===== config.mk =====
export PLATFORM = sky130hd
export DESIGN_NAME = aes_mixcol_serial
export DESIGN_NICKNAME = d
export VERILOG_FILES = /design/src/rtl/aes_mixcol_serial.sv
export SDC_FILE = /design/constraint.sdc
export NUM_CORES = 1
export LEC_CHECK = 0
export ABC_CLOCK_PERIOD_IN_PS = 2520
export CAP_MARGIN = 20
export CORE_AREA = 2 2 85 87
export DETAILED_ROUTE_END_ITERATION = 7
export DIE_AREA = 0 0 87 89
export DONT_BUFFER_PORTS = 1
export GPL_ROUTABILITY_DRIVEN = 0
export MAX_ROUTING_LAYER = met4
export PLACE_DENSITY = 0.78
export SYNTH_ARGS = -nofsm -noshare
export SYNTH_HDL_FRONTEND = slang
export SYNTH_SLANG_ARGS = --single-unit

===== constraint.sdc =====
create_clock -name clk -period 2.52 [get_ports clk]
set_input_delay 0.504 -clock clk [delete_from_list [all_inputs] [get_ports clk]]
set_output_delay 0.504 -clock clk [all_outputs]
set_load 0.02 [all_outputs]

===== src/rtl/aes_mixcol_serial.sv =====
// Byte-serial AES MixColumns with ping-pong collector/output buffer.
// Define AES_MIXCOL_INV_EN to add the inv port (InvMixColumns per column).
module aes_mixcol_serial #(
  parameter int COLS_PER_BLOCK = 4
) (
  input  logic       clk,
  input  logic       rst,
  input  logic       in_valid,
  input  logic [7:0] in_byte,
  output logic       in_ready,
  output logic       out_valid,
  output logic [7:0] out_byte,
  input  logic       out_ready,
  output logic       block_last
`ifdef AES_MIXCOL_INV_EN
  ,
  input  logic       inv
`endif
);

  localparam int CW =
    (COLS_PER_BLOCK > 1) ? $clog2(COLS_PER_BLOCK) : 1;
  localparam logic [CW-1:0] COL_MAX =
    CW'(COLS_PER_BLOCK - 1);

  function automatic logic [7:0] xt(
    input logic [7:0] x
  );
    return {x[6:0], 1'b0} ^ (x[7] ? 8'h1b : 8'h00);
  endfunction

  function automatic logic [7:0] m3(
    input logic [7:0] x
  );
    return xt(x) ^ x;
  endfunction

  function automatic logic [7:0] m9(
    input logic [7:0] x
  );
    return xt(xt(xt(x))) ^ x;
  endfunction

  function automatic logic [7:0] mb(
    input logic [7:0] x
  );
    return xt(xt(xt(x))) ^ xt(x) ^ x;
  endfunction

  function automatic logic [7:0] md(
    input logic [7:0] x
  );
    return xt(xt(xt(x))) ^ xt(xt(x)) ^ x;
  endfunction

  function automatic logic [7:0] me(
    input logic [7:0] x
  );
    return xt(xt(xt(x))) ^ xt(xt(x)) ^ xt(x);
  endfunction

  // Row i uses a[i], a[i+1], a[i+2], a[i+3] with
  // rotating coefficients {2,3,1,1} or {e,b,d,9}.
  function automatic logic [3:0][7:0] mix(
    input logic [3:0][7:0] a,
    input logic            iv
  );
    logic [3:0][7:0] r;
    logic [1:0]      k0, k1, k2, k3;
    r = '0;
    for (int i = 0; i < 4; i++) begin
      k0 = 2'(i);
      k1 = 2'(i + 1);
      k2 = 2'(i + 2);
      k3 = 2'(i + 3);
      if (iv)
        r[i] = me(a[k0]) ^ mb(a[k1])
             ^ md(a[k2]) ^ m9(a[k3]);
      else
        r[i] = xt(a[k0]) ^ m3(a[k1])
             ^ a[k2] ^ a[k3];
    end
    return r;
  endfunction

  logic [3:0][7:0] a_q;
  logic [3:0][7:0] o_q;
  logic [2:0]      in_cnt;
  logic [1:0]      out_idx;
  logic            ov_q;
  logic [CW-1:0]   col_cnt;

  logic            inv_sel;
  logic            take;
  logic            last_take;
  logic            buf_free;
  logic            xfer;
  logic            accept;
  logic [3:0][7:0] mixed;

`ifdef AES_MIXCOL_INV_EN
  assign inv_sel = inv;
`else
  assign inv_sel = 1'b0;
`endif

  always_comb begin
    take      = ov_q && out_ready;
    last_take = take && (out_idx == 2'd3);
    buf_free  = !ov_q || last_take;
    xfer      = (in_cnt == 3'd4) && buf_free;
    in_ready  = (in_cnt < 3'd4) || xfer;
    accept    = in_valid && in_ready;
    mixed     = mix(a_q, inv_sel);
  end

  assign out_valid  = ov_q;
  assign out_byte   = o_q[out_idx];
  assign block_last = ov_q && (out_idx == 2'd3)
                   && (col_cnt == COL_MAX);

  // Collector side
  always_ff @(posedge clk) begin
    if (rst) begin
      a_q    <= '0;
      in_cnt <= 3'd0;
    end else if (xfer) begin
      // Freed collector can take a new a0 at once
      if (accept) begin
        a_q[0] <= in_byte;
        in_cnt <= 3'd1;
      end else begin
        in_cnt <= 3'd0;
      end
    end else if (accept) begin
      a_q[in_cnt[1:0]] <= in_byte;
      in_cnt           <= in_cnt + 3'd1;
    end
  end

  // Output side
  always_ff @(posedge clk) begin
    if (rst) begin
      o_q     <= '0;
      out_idx <= 2'd0;
      ov_q    <= 1'b0;
    end else if (xfer) begin
      o_q     <= mixed;
      out_idx <= 2'd0;
      ov_q    <= 1'b1;
    end else if (take) begin
      out_idx <= out_idx + 2'd1;
      if (out_idx == 2'd3)
        ov_q <= 1'b0;
    end
  end

  always_ff @(posedge clk) begin
    if (rst)
      col_cnt <= '0;
    else if (last_take)
      col_cnt <= (col_cnt == COL_MAX)
               ? '0 : col_cnt + CW'(1);
  end

endmodule


Yosys cells after proc, flatten, opt, wreduce, memory -nomap -nowiden
Index checks and enable logic that the tools add are counted.

word-level totals
  flip-flop bits (word level) = 72
  output and inout port bits = 11

cells by class
  add/sub/neg operators = 3
  $lt $le $gt $ge = 4
  equality and inequality tests = 3
  muxes and demuxes = 19
  bitwise gates (word level) = 21
  reductions and logical operators = 16

operators by type and width
  operator                                                           count
  XOR 8 bit                                                          16
  two-way mux 8 bit                                                  5
  bitwise mux 32 bit                                                 1
  XOR 8 x 5 -> 8 bit                                                 4
  two-way mux 5 bit                                                  4
  binary-select mux 8 bit (select 2 bit)                             1
  demux 8 bit (select 2 bit)                                         1
  logical AND 1 bit                                                  7
  < comparator 2 x 3 -> 1 bit, second input constant                 2
  two-way mux 3 bit                                                  2
  nonzero test 2 bit                                                 3
  adder 2 x 1 -> 2 bit, second input constant                        2
  == test 2 bit, second input constant                               2
  two-way mux 1 bit                                                  4
  AND reduction 2 bit                                                2
  adder 3 x 1 -> 3 bit, second input constant                        1
  == test 3 bit, second input constant                               1
  < comparator 3 bit, second input constant                          1
  greater-or-equal comparator 2 x 1 -> 1 bit, second input constant  1
  logical OR 1 bit                                                   2
  two-way mux 2 bit                                                  1
  OR reduction 2 bit                                                 1
  logical NOT 1 bit                                                  1
  inverter 1 bit                                                     1

Logic depth before layout (Yosys ltp)
Gate-level depths: netlist of the first run.

  word-level depth = 8
  gate-level depth with buffers = 7
  depth with buffers taken out = 6

Least setup slack after synthesis of the first run
OpenSTA, ideal clock, no wires.

  path kind = flip-flop to output port
  start = register ov_q (netlist: out_valid)
  end = output in_ready
  data arrival time = 1.244 ns
  path slack = 0.772 ns
  stages on the path, launching flop included = 4
  path buffers = 0
  cell sequence = dfxtp_1 > a21bo_2 > a21boi_1 > inv_1

between the ends
  longest elaborated chain between the ends = 5

RTL lines
  element                 RTL line  RTL
  from (decl)             90        logic ov_q;
  from (signal assigned)  146       ov_q <= 1'b0;
  from (signal assigned)  150       ov_q <= 1'b1;
  from (signal assigned)  154       ov_q <= 1'b0;
  logical AND 1 bit       108       take = ov_q && out_ready;
  logical AND 1 bit       109       last_take = take && (out_idx == 2'd3);
  logical OR 1 bit (*)    110       buf_free = !ov_q || last_take;
  logical AND 1 bit (*)   111       xfer = (in_cnt == 3'd4) && buf_free;
  logical OR 1 bit (*)    112       in_ready = (in_cnt < 3'd4) || xfer;
  to (decl)               10        output logic in_ready,

Mark *: on every way between the ends. The rest lies on a longest branch, timed or not.

Worst setup path in the final report of the first run
Ends and elaborated chain as after synthesis.

==> results of run 1 <==
-- where the power goes --
group / total, uW / internal, uW / leakage [uW] / switching [uW]
clock: 999 / 556 / 0.000101 / 443
combinational: 318 / 158 / 0.000689 / 160
sequential: 1200 / 1160 / 0.000582 / 36.7
-- state kept, by name, summed over array words and instances, names as in the netlist --
signal,flops
o_q,32
out_valid,1
a_q,32
in_cnt,3
out_idx,2
col_cnt,2
-- worst register-to-register path, cell delays in order (launching register included) --
cell and delay (ns):
dfxtp_1 0.52, a21bo_2 0.28, a21boi_1 0.49, o21ai_0 0.21, a21oi_1 0.17
-- area by class of cell --
class | count | area [um^2] | share of cell area [%]
Clock buffer | 9 | 124 | 2.99
Clock inverter | 7 | 96.3 | 2.33
Inverter | 3 | 11.3 | 0.272
Multi-Input combinational cell | 320 | 2320 | 56.1
Sequential cell | 72 | 1440 | 34.8
Tap cell | 80 | 100 | 2.42
Timing Repair Buffer | 6 | 45.0 | 1.09
-- cells in the final DEF (no fill, tap or decap), types with 5 or more instances in the layout --
master    instances
dfxtp_1          72
nor2_1            5
buf_4             6
nand2_1          39
xor2_1           20
o21ai_0           9
xnor2_1          85
ha_1              7
mux4_2            8
nand3_1          26
nand2b_1         31
a21oi_1          38
o22ai_1          31
clkbuf_8          9
-- metrics by stage --
stage	hold WS (ns)	util, %	setup slack, ns	power [uW]
2_1_floorplan	0.427	-	0.772	1490
3_3_place_gp	0.448	58.4	0.508	1530
3_5_place_dp	0.465	58.4	0.483	1540
4_1_cts	0.210	61.7	0.0918	2520
5_1_grt	0.210	61.7	0.00244	2610
6_report	0.229	61.7	0.129	2510
-- Yosys cell counts, types with 7 or more instances --
cell and count:
a21oi_1 38, buf_2 10, clkbuf_1 17, dfxtp_1 72
ha_1 7, mux4_2 8, nand2_1 39, nand2b_1 31
nand3_1 26, o21ai_0 9, o22ai_1 31, xnor2_1 85
xor2_1 20
-- worst min-delay path by stage --
stage,from,endpoint,slack (ns)
after global placement,o_q[28],o_q[28],0.45
after CTS,rst,a_q[21],0.21
after floorplan,o_q[28],o_q[28],0.43
after detailed placement,o_q[28],o_q[28],0.46
after global routing,rst,col_cnt[0],0.21
final,rst,a_q[4],0.23
-- kinds of logic (layout without fill, tap and decap cells) --
| kind of cell | Yosys count | in the layout | synth area share (%) |
|---|---|---|---|
| compound gates | 82 | 82 | 11.8 |
| flops | 72 | 72 | 36.9 |
| mux | 11 | 11 | 5.38 |
| buf+inv | 34 | 25 | 3.68 |
| simple gates | 110 | 110 | 13.8 |
| fa+ha+maj | 7 | 7 | 2.24 |
| xor+xnor | 110 | 110 | 26.2 |
-- metal layers --
metal	track usage (%)	up-vias	part of all wire, %
li1	-	1406	-
met1	30.6	1294	47
met2	34.4	67	47
met3	4.80	9	4.6
met4	8.10	0	1.7
met5	-	-	0
==> results.yml, run 1 <==
outcome:
  outcome: "completed"
clock_network:
  postCtsHoldBufs: 0
  clock-sinks: 72
  htree_levels: 3
  cts_tree: "done"
  cts_setup_buffers: 0
  clockBufferDepth: 2
  cts_inserted_buffers: 9
  cts_root_buf: "clkbuf_8"
  cts.clk_slew.worst_paths_ns: 0.08
  cts_resized: 0
  clkLatencyLatePin_ns: 0.35
worst_setup_path:
  cp.required_ns: 2.02
  crit_chain: "a21bo_2 -> a21boi_1 -> inv_1"
  critPathMaxFanout: 9
  startpoint: "out_valid"
  r2r_cells: 4
  worst_setup_path_start_kind: "flip-flop"
  critPathTopFamily: "compound AO/OA/AOI/OAI gates"
  rr_endpoint: "a_q[3]"
  end_kind: "output pin"
  crit_arrival_ns: 1.89
  reg2reg_from: "out_valid"
  slowest_stage: "dfxtp_1"
  r2r_slack_ns: 0.79
  worst-setup-path-type: "reg -> out"
  crit_cells: 3
  cp.buffers_inverters: 1
  cpPeakStageDelay_ns: 0.52
  crit_path_end: "in_ready"
timing:
  rsz0062_at_grt: "no"
  finalHoldViolCount: 0
  max_freq_ghz: 0.418
  setup_viol: 0
  min_period_ns: 2.39
  slew_viol_final: 0
  min_period_over_period_pct: 94.9
  tightest_slew_ns: 0.591
  fin_setup_tns_ns: 0
  slew_headroom_pct: 60.5
  skew_ns: 0.0105
synthesis:
  syn_area_per_cell_um2: 9.17
  synthCells: 426
  synth-async-reset-ratio_pct: 0
  seq_area_frac_synth_pct: 36.9
  synth_edf_count: 0
  yosys-top-cells-area: "dfxtp_1 (37%), xnor2_1 (19%), nand2b_1 (5.0%)"
  synth_fp_nets: 445
  yosysUniqueCellTypes: 29
  synth_area_leader_cell: "dfxtp_1"
  synth_ff_type: "dfxtp_1"
  yosysWarningCount: 0
  synth_top_area_share_pct: 36.9
  syn_area_um2: 3910
  ys_ff_latch: 72
route:
  antenna_left: 0
  wl_per_cell_um: 15.8
  viasPerCell: 5.59
  wl_mm: 7.87
  first_iter_violations: 151
  dr.pass1.iters: 4
  drc: 0
  vias: 2776
run:
  maxCapViolCount: 0
grt:
  grt_pass1_vias: 2689
  track_usage_pct: 22.9
  overflow: 0
  grt_pass1_wl_mm: 13.3
  grt_max_degree: 74
  grt_antenna_before_repair: 0
layout:
  antenna_cells: 0
  syn2layout_area_growth_pct: 6.02
  fin_nets: 431
  num-fill-cells: 547
  layout-drive-gt1-share_pct: 8.87
  finish.instance_area_um2: 4140
  final_cells: 497
hold_path:
  hold_depth: 1
  min_path_type: "in -> reg"
die:
  dieArea_um2: 7740
  rows: 30
  start_util_pct: 58.2
  die_width_um: 87
  boundaryPins: 23
  core_area_um2: 6720
  die_h_um: 89
pwr:
  power_density_nw_per_um2: 607
  ir_worst_vdd_mv: 0.375
  p_leak_uw: 0.00137
place:
  dpl_cell_area_um2: 3920
  hpwl_mm: 5.54
  dp.cells: 481
  io_buffers: 0
Note: power is estimated with default switching activity, not from simulation.
==> run 2, diff against run 1 <==
--- a/config.mk
+++ b/config.mk
@@ -13,7 +13,7 @@
 export DONT_BUFFER_PORTS = 1
 export GPL_ROUTABILITY_DRIVEN = 0
 export MAX_ROUTING_LAYER = met4
-export PLACE_DENSITY = 0.78
+export PLACE_DENSITY = 0.82
 export SYNTH_ARGS = -nofsm -noshare
 export SYNTH_HDL_FRONTEND = slang
 export SYNTH_SLANG_ARGS = --single-unit
==> results.yml, run 2 (synthesis gave the netlist of run 1 again) <==
pwr:
  seqPwrFrac_pct: 53.0
  ir_worst_vdd_mv: 0.323
  power_density_nw_per_um2: 554
  switching_share_pct: 26.5
  p_int_uw: 1660
  p_sw_uw: 598
  p_leak_uw: 0.00136
  pwr-share-comb_pct: 14.0
  p_clk_share_pct: 33.0
route:
  wl_mm: 7.66
  dr.pass1.iters: 4
  drc: 0
  wl_per_cell_um: 15.4
  first_iter_violations: 90
  vias: 2766
  antenna_left: 0
  viasPerCell: 5.58
clock_network:
  cts_inserted_buffers: 9
  htree_levels: 3
  postCtsHoldBufs: 0
  clockBufferDepth: 2
  cts.clk_slew.worst_paths_ns: 0.07
  cts_tree: "done"
  cts_root_buf: "clkbuf_8"
  cts_resized: 0
  clock-sinks: 72
  cts_setup_buffers: 0
  clkLatencyLatePin_ns: 0.35
timing:
  setup_viol: 0
  skew_ns: 0.00560
  min_period_ns: 2.41
  rsz0062_at_grt: "no"
  tightest_slew_ns: 0.613
  max_freq_ghz: 0.414
  finalHoldViolCount: 0
  fin_setup_tns_ns: 0
  slew_viol_final: 0
  min_period_over_period_pct: 95.8
  slew_headroom_pct: 59.0
place:
  hpwl_mm: 5.66
  dp.cells: 481
  dpl_cell_area_um2: 3920
  io_buffers: 0
grt:
  track_usage_pct: 22.1
  overflow: 0
  grt_pass1_vias: 2747
  grt_pass1_wl_mm: 13.0
  grt_antenna_before_repair: 0
  grt_max_degree: 74
die:
  dieArea_um2: 7740
  die_h_um: 89
  rows: 30
  boundaryPins: 23
  core_area_um2: 6720
  start_util_pct: 58.2
  die_width_um: 87
layout:
  syn2layout_area_growth_pct: 4.29
  layout-drive-gt1-share_pct: 8.41
  largestRegisters: "a_q (32), o_q (32), in_cnt (3)"
  final_cells: 496
  finish.utilization_pct: 60.7
  finish.instance_area_um2: 4080
  fin_nets: 431
  mostFrequentLayoutCells: "xnor2_1 (85), dfxtp_1 (72), nand2_1 (39)"
  mostFrequentLayoutCell: "xnor2_1"
  antenna_cells: 0
worst_setup_path:
  rr_endpoint: "a_q[3]"
  crit_path_end: "in_ready"
  critPathTopFamily: "compound AO/OA/AOI/OAI gates"
  slowest_stage: "a21boi_1"
  cpPeakStageDelay_ns: 0.51
  startpoint: "out_idx[0]"
  crit_chain: "ha_1 -> a21bo_2 -> a21boi_1 -> inv_1"
  r2r_cells: 5
  crit_cells: 4
  end_kind: "output pin"
  crit_arrival_ns: 1.91
  worst_setup_path_start_kind: "flip-flop"
  worst-setup-path-type: "reg -> out"
  cp.buffers_inverters: 1
  reg2reg_from: "out_idx[0]"
  critPathMaxFanout: 9
  cp.required_ns: 2.02
  r2r_slack_ns: 0.76
run:
  maxCapViolCount: 0
outcome:
  outcome: "completed"
hold_path:
  min_path_type: "in -> reg"
[run 2: cell count changes in the layout (fill, tap and decap cells not counted), sizes merged]
| cell | before | now |
|---|---|---|
| clkinvlp | 3 | 0 |
| clkbuf | 9 | 10 |
| bufinv | 2 | 0 |
| clkinv | 2 | 5 |
[run 2: layout make-up]
cell class                 instances  area, um^2
inverter                           3        11.3
clock buffer                      10         128
tap                               80         100
fill                             543        2640
timing repair buffer               6        45.0
multi-input combinational        320        2320
sequential                        72        1440
clock inverter                     5        25.0
[run 2: metal layers]
layer / vias up / wire length, um / track usage (%)
li1: 1409 / - / -
met2: 38 / 3680 / 35.9
met3: 12 / 287 / 3.69
met5: - / 0 / -
met4: 0 / 116 / 8.95
met1: 1307 / 3570 / 27.5
[run 2: per-stage QoR]
stage	worst slack (ns)	power, uW	hold slack [ns]
5_1_grt	0.00732	2340	0.224
3_5_place_dp	0.445	1540	0.460
3_3_place_gp	0.515	1530	0.446
4_1_cts	0.0618	2270	0.217
2_1_floorplan	0.772	1490	0.427
6_report	0.105	2260	0.233
[run 2: power by group through the flow]
| stage | combinational, uW | clock [uW] | sequential, uW |
|---|---|---|---|
| 2_1_floorplan | 287 | 0 | 1210 |
| 3_3_place_gp | 308 | 0 | 1220 |
| 3_5_place_dp | 317 | 0 | 1220 |
| 4_1_cts | 318 | 754 | 1200 |
| 5_1_grt | 349 | 796 | 1200 |
| 6_report | 316 | 745 | 1200 |
[run 2: worst reg2reg max path, stage by stage (launching register included)]
cell	delay (ns)
dfxtp_1	0.32
ha_1	0.24
a21bo_2	0.24
a21boi_1	0.51
o21ai_0	0.21
a21oi_1	0.18
[run 2: worst min path at each step]
stage / start / endpoint / slack, ns / cells past startpoint
final: rst / col_cnt[0] / 0.23 / 1
after global routing: rst / a_q[30] / 0.22 / 1
after CTS: rst / a_q[7] / 0.22 / 1
after detailed placement: o_q[28] / o_q[28] / 0.46 / 1
after global placement: o_q[28] / o_q[28] / 0.45 / 1
after floorplan: o_q[28] / o_q[28] / 0.43 / 1
==> run 3, diff against run 2 <==
--- a/config.mk
+++ b/config.mk
@@ -8,6 +8,7 @@
 export ABC_CLOCK_PERIOD_IN_PS = 2520
 export CAP_MARGIN = 20
 export CORE_AREA = 2 2 85 87
+export CTS_BUF_LIST = sky130_fd_sc_hd__clkbuf_2 sky130_fd_sc_hd__clkbuf_4 sky130_fd_sc_hd__clkbuf_8
 export DETAILED_ROUTE_END_ITERATION = 7
 export DIE_AREA = 0 0 87 89
 export DONT_BUFFER_PORTS = 1
==> results.yml, run 3 (synthesis gave the netlist of run 1 again) <==
worst_setup_path:
  critPathMaxFanout: 9
  cpPeakStageDelay_ns: 0.51
  critPathTopFamily: "compound AO/OA/AOI/OAI gates"
  cp.required_ns: 2.02
  r2r_slack_ns: 0.77
  end_kind: "output pin"
  worst_setup_path_start_kind: "flip-flop"
  worst-setup-path-type: "reg -> out"
  crit_arrival_ns: 1.91
  slowest_stage: "a21boi_1"
  reg2reg_from: "out_idx[0]"
  crit_chain: "ha_1 -> a21bo_2 -> a21boi_1 -> inv_1"
  r2r_cells: 5
  cp.buffers_inverters: 1
  rr_endpoint: "a_q[3]"
hold_path:
  hold_depth: 1
  min_path_type: "in -> reg"
  hold_end: "col_cnt[0]"
  hp-start: "rst"
clock_network:
  htree_levels: 3
  cts_setup_buffers: 0
  clockBufferDepth: 2
  clock-sinks: 72
  postCtsHoldBufs: 0
  clkLatencyLatePin_ns: 0.35
  cts_inserted_buffers: 9
  cts.clk_slew.worst_paths_ns: 0.07
  cts_resized: 0
  cts_root_buf: "clkbuf_8"
  cts_tree: "done"
grt:
  grt_pass1_vias: 2749
  track_usage_pct: 22.1
  grt_antenna_before_repair: 0
  overflow: 0
  grt_max_degree: 74
  grt_pass1_wl_mm: 13.0
timing:
  slew_viol_final: 0
  finalHoldViolCount: 0
  setup_viol: 0
  fin_setup_tns_ns: 0
  slew_headroom_pct: 58.9
  skew_ns: 0.00428
  min_period_ns: 2.42
  tightest_slew_ns: 0.615
  rsz0062_at_grt: "no"
  max_freq_ghz: 0.414
  min_period_over_period_pct: 95.9
die:
  start_util_pct: 58.2
  die_width_um: 87
  rows: 30
  boundaryPins: 23
  dieArea_um2: 7740
  die_h_um: 89
  core_area_um2: 6720
pwr:
  ir_worst_vdd_mv: 0.331
  p_clk_share_pct: 33.4
  p_leak_uw: 0.00136
  switching_share_pct: 26.4
  seqPwrFrac_pct: 52.7
  power_density_nw_per_um2: 557
  pwr-share-comb_pct: 13.9
  p_int_uw: 1670
  p_sw_uw: 600
place:
  io_buffers: 0
  hpwl_mm: 5.66
  dpl_cell_area_um2: 3920
layout:
  mostFrequentLayoutCells: "xnor2_1 (85), dfxtp_1 (72), nand2_1 (39)"
  largestRegisters: "a_q (32), o_q (32), in_cnt (3)"
  fin_nets: 431
  mostFrequentLayoutCell: "xnor2_1"
  num-fill-cells: 545
  syn2layout_area_growth_pct: 4.39
  antenna_cells: 0
  finish.instance_area_um2: 4080
  layout-drive-gt1-share_pct: 8.65
route:
  viasPerCell: 5.59
  antenna_left: 0
  vias: 2771
  wl_per_cell_um: 15.6
  wl_mm: 7.72
  first_iter_violations: 91
  drc: 0
  dr.pass1.iters: 4
run:
  maxCapViolCount: 0
outcome:
  outcome: "completed"
-- run 3: metal layers --
layer  GRT usage, %  vias to the layer above  part of all wire (%)
met1           27.5                     1310                    46
met5              -                        -                     0
met3           3.69                       11                   4.0
met4           8.95                        0                   1.5
li1               -                     1409                     -
met2           35.9                       41                    48
-- run 3: worst register-to-register path, delay by kind of cell, from the launching register on --
| kind | cells | cell delay (ns) |
|---|---|---|
| adder cells (fa/ha/maj) | 1 | 0.24 |
| AO/OA/AOI/OAI | 4 | 1.14 |
| flip-flops | 1 | 0.32 |
-- run 3: layout make-up --
class	count	area, um^2	share of cell area [%]
Clock inverter	5	25.0	0.613
Multi-Input combinational cell	320	2320	57.0
Inverter	3	11.3	0.276
Clock buffer	10	131	3.22
Timing Repair Buffer	6	45.0	1.10
Sequential cell	72	1440	35.3
Tap cell	80	100	2.45
-- run 3: per-stage QoR --
stage	setup WS, ns	utilization, %	instances	power (uW)	hold slack, ns
after global routing	0.00732	60.7	496	2360	0.224
final	0.104	60.7	496	2270	0.230
after detailed placement	0.445	58.4	481	1540	0.460
after global placement	0.515	58.4	481	1530	0.446
after floorplan	0.772	-	426	1490	0.427
after CTS	0.0618	60.7	496	2280	0.217
-- run 3: power by group through the flow --
stage | Combinational [uW] | Sequential [uW] | Clock [uW]
after CTS | 318 | 1200 | 766
after global placement | 308 | 1220 | 0
after floorplan | 287 | 1210 | 0
final | 316 | 1200 | 759
after global routing | 349 | 1200 | 808
after detailed placement | 317 | 1220 | 0
-- run 3: worst max-delay path by stage --
stage | start | end | slack, ns | depth (start not counted)
finish | out_idx[0] | in_ready | 0.10 | 4
detailed placement | out_idx[0] | in_ready | 0.45 | 4
global placement | out_valid | in_ready | 0.51 | 3
global route | out_idx[0] | in_ready | 0.007 | 4
floorplan | out_valid | in_ready | 0.77 | 3
CTS | out_idx[0] | in_ready | 0.06 | 4
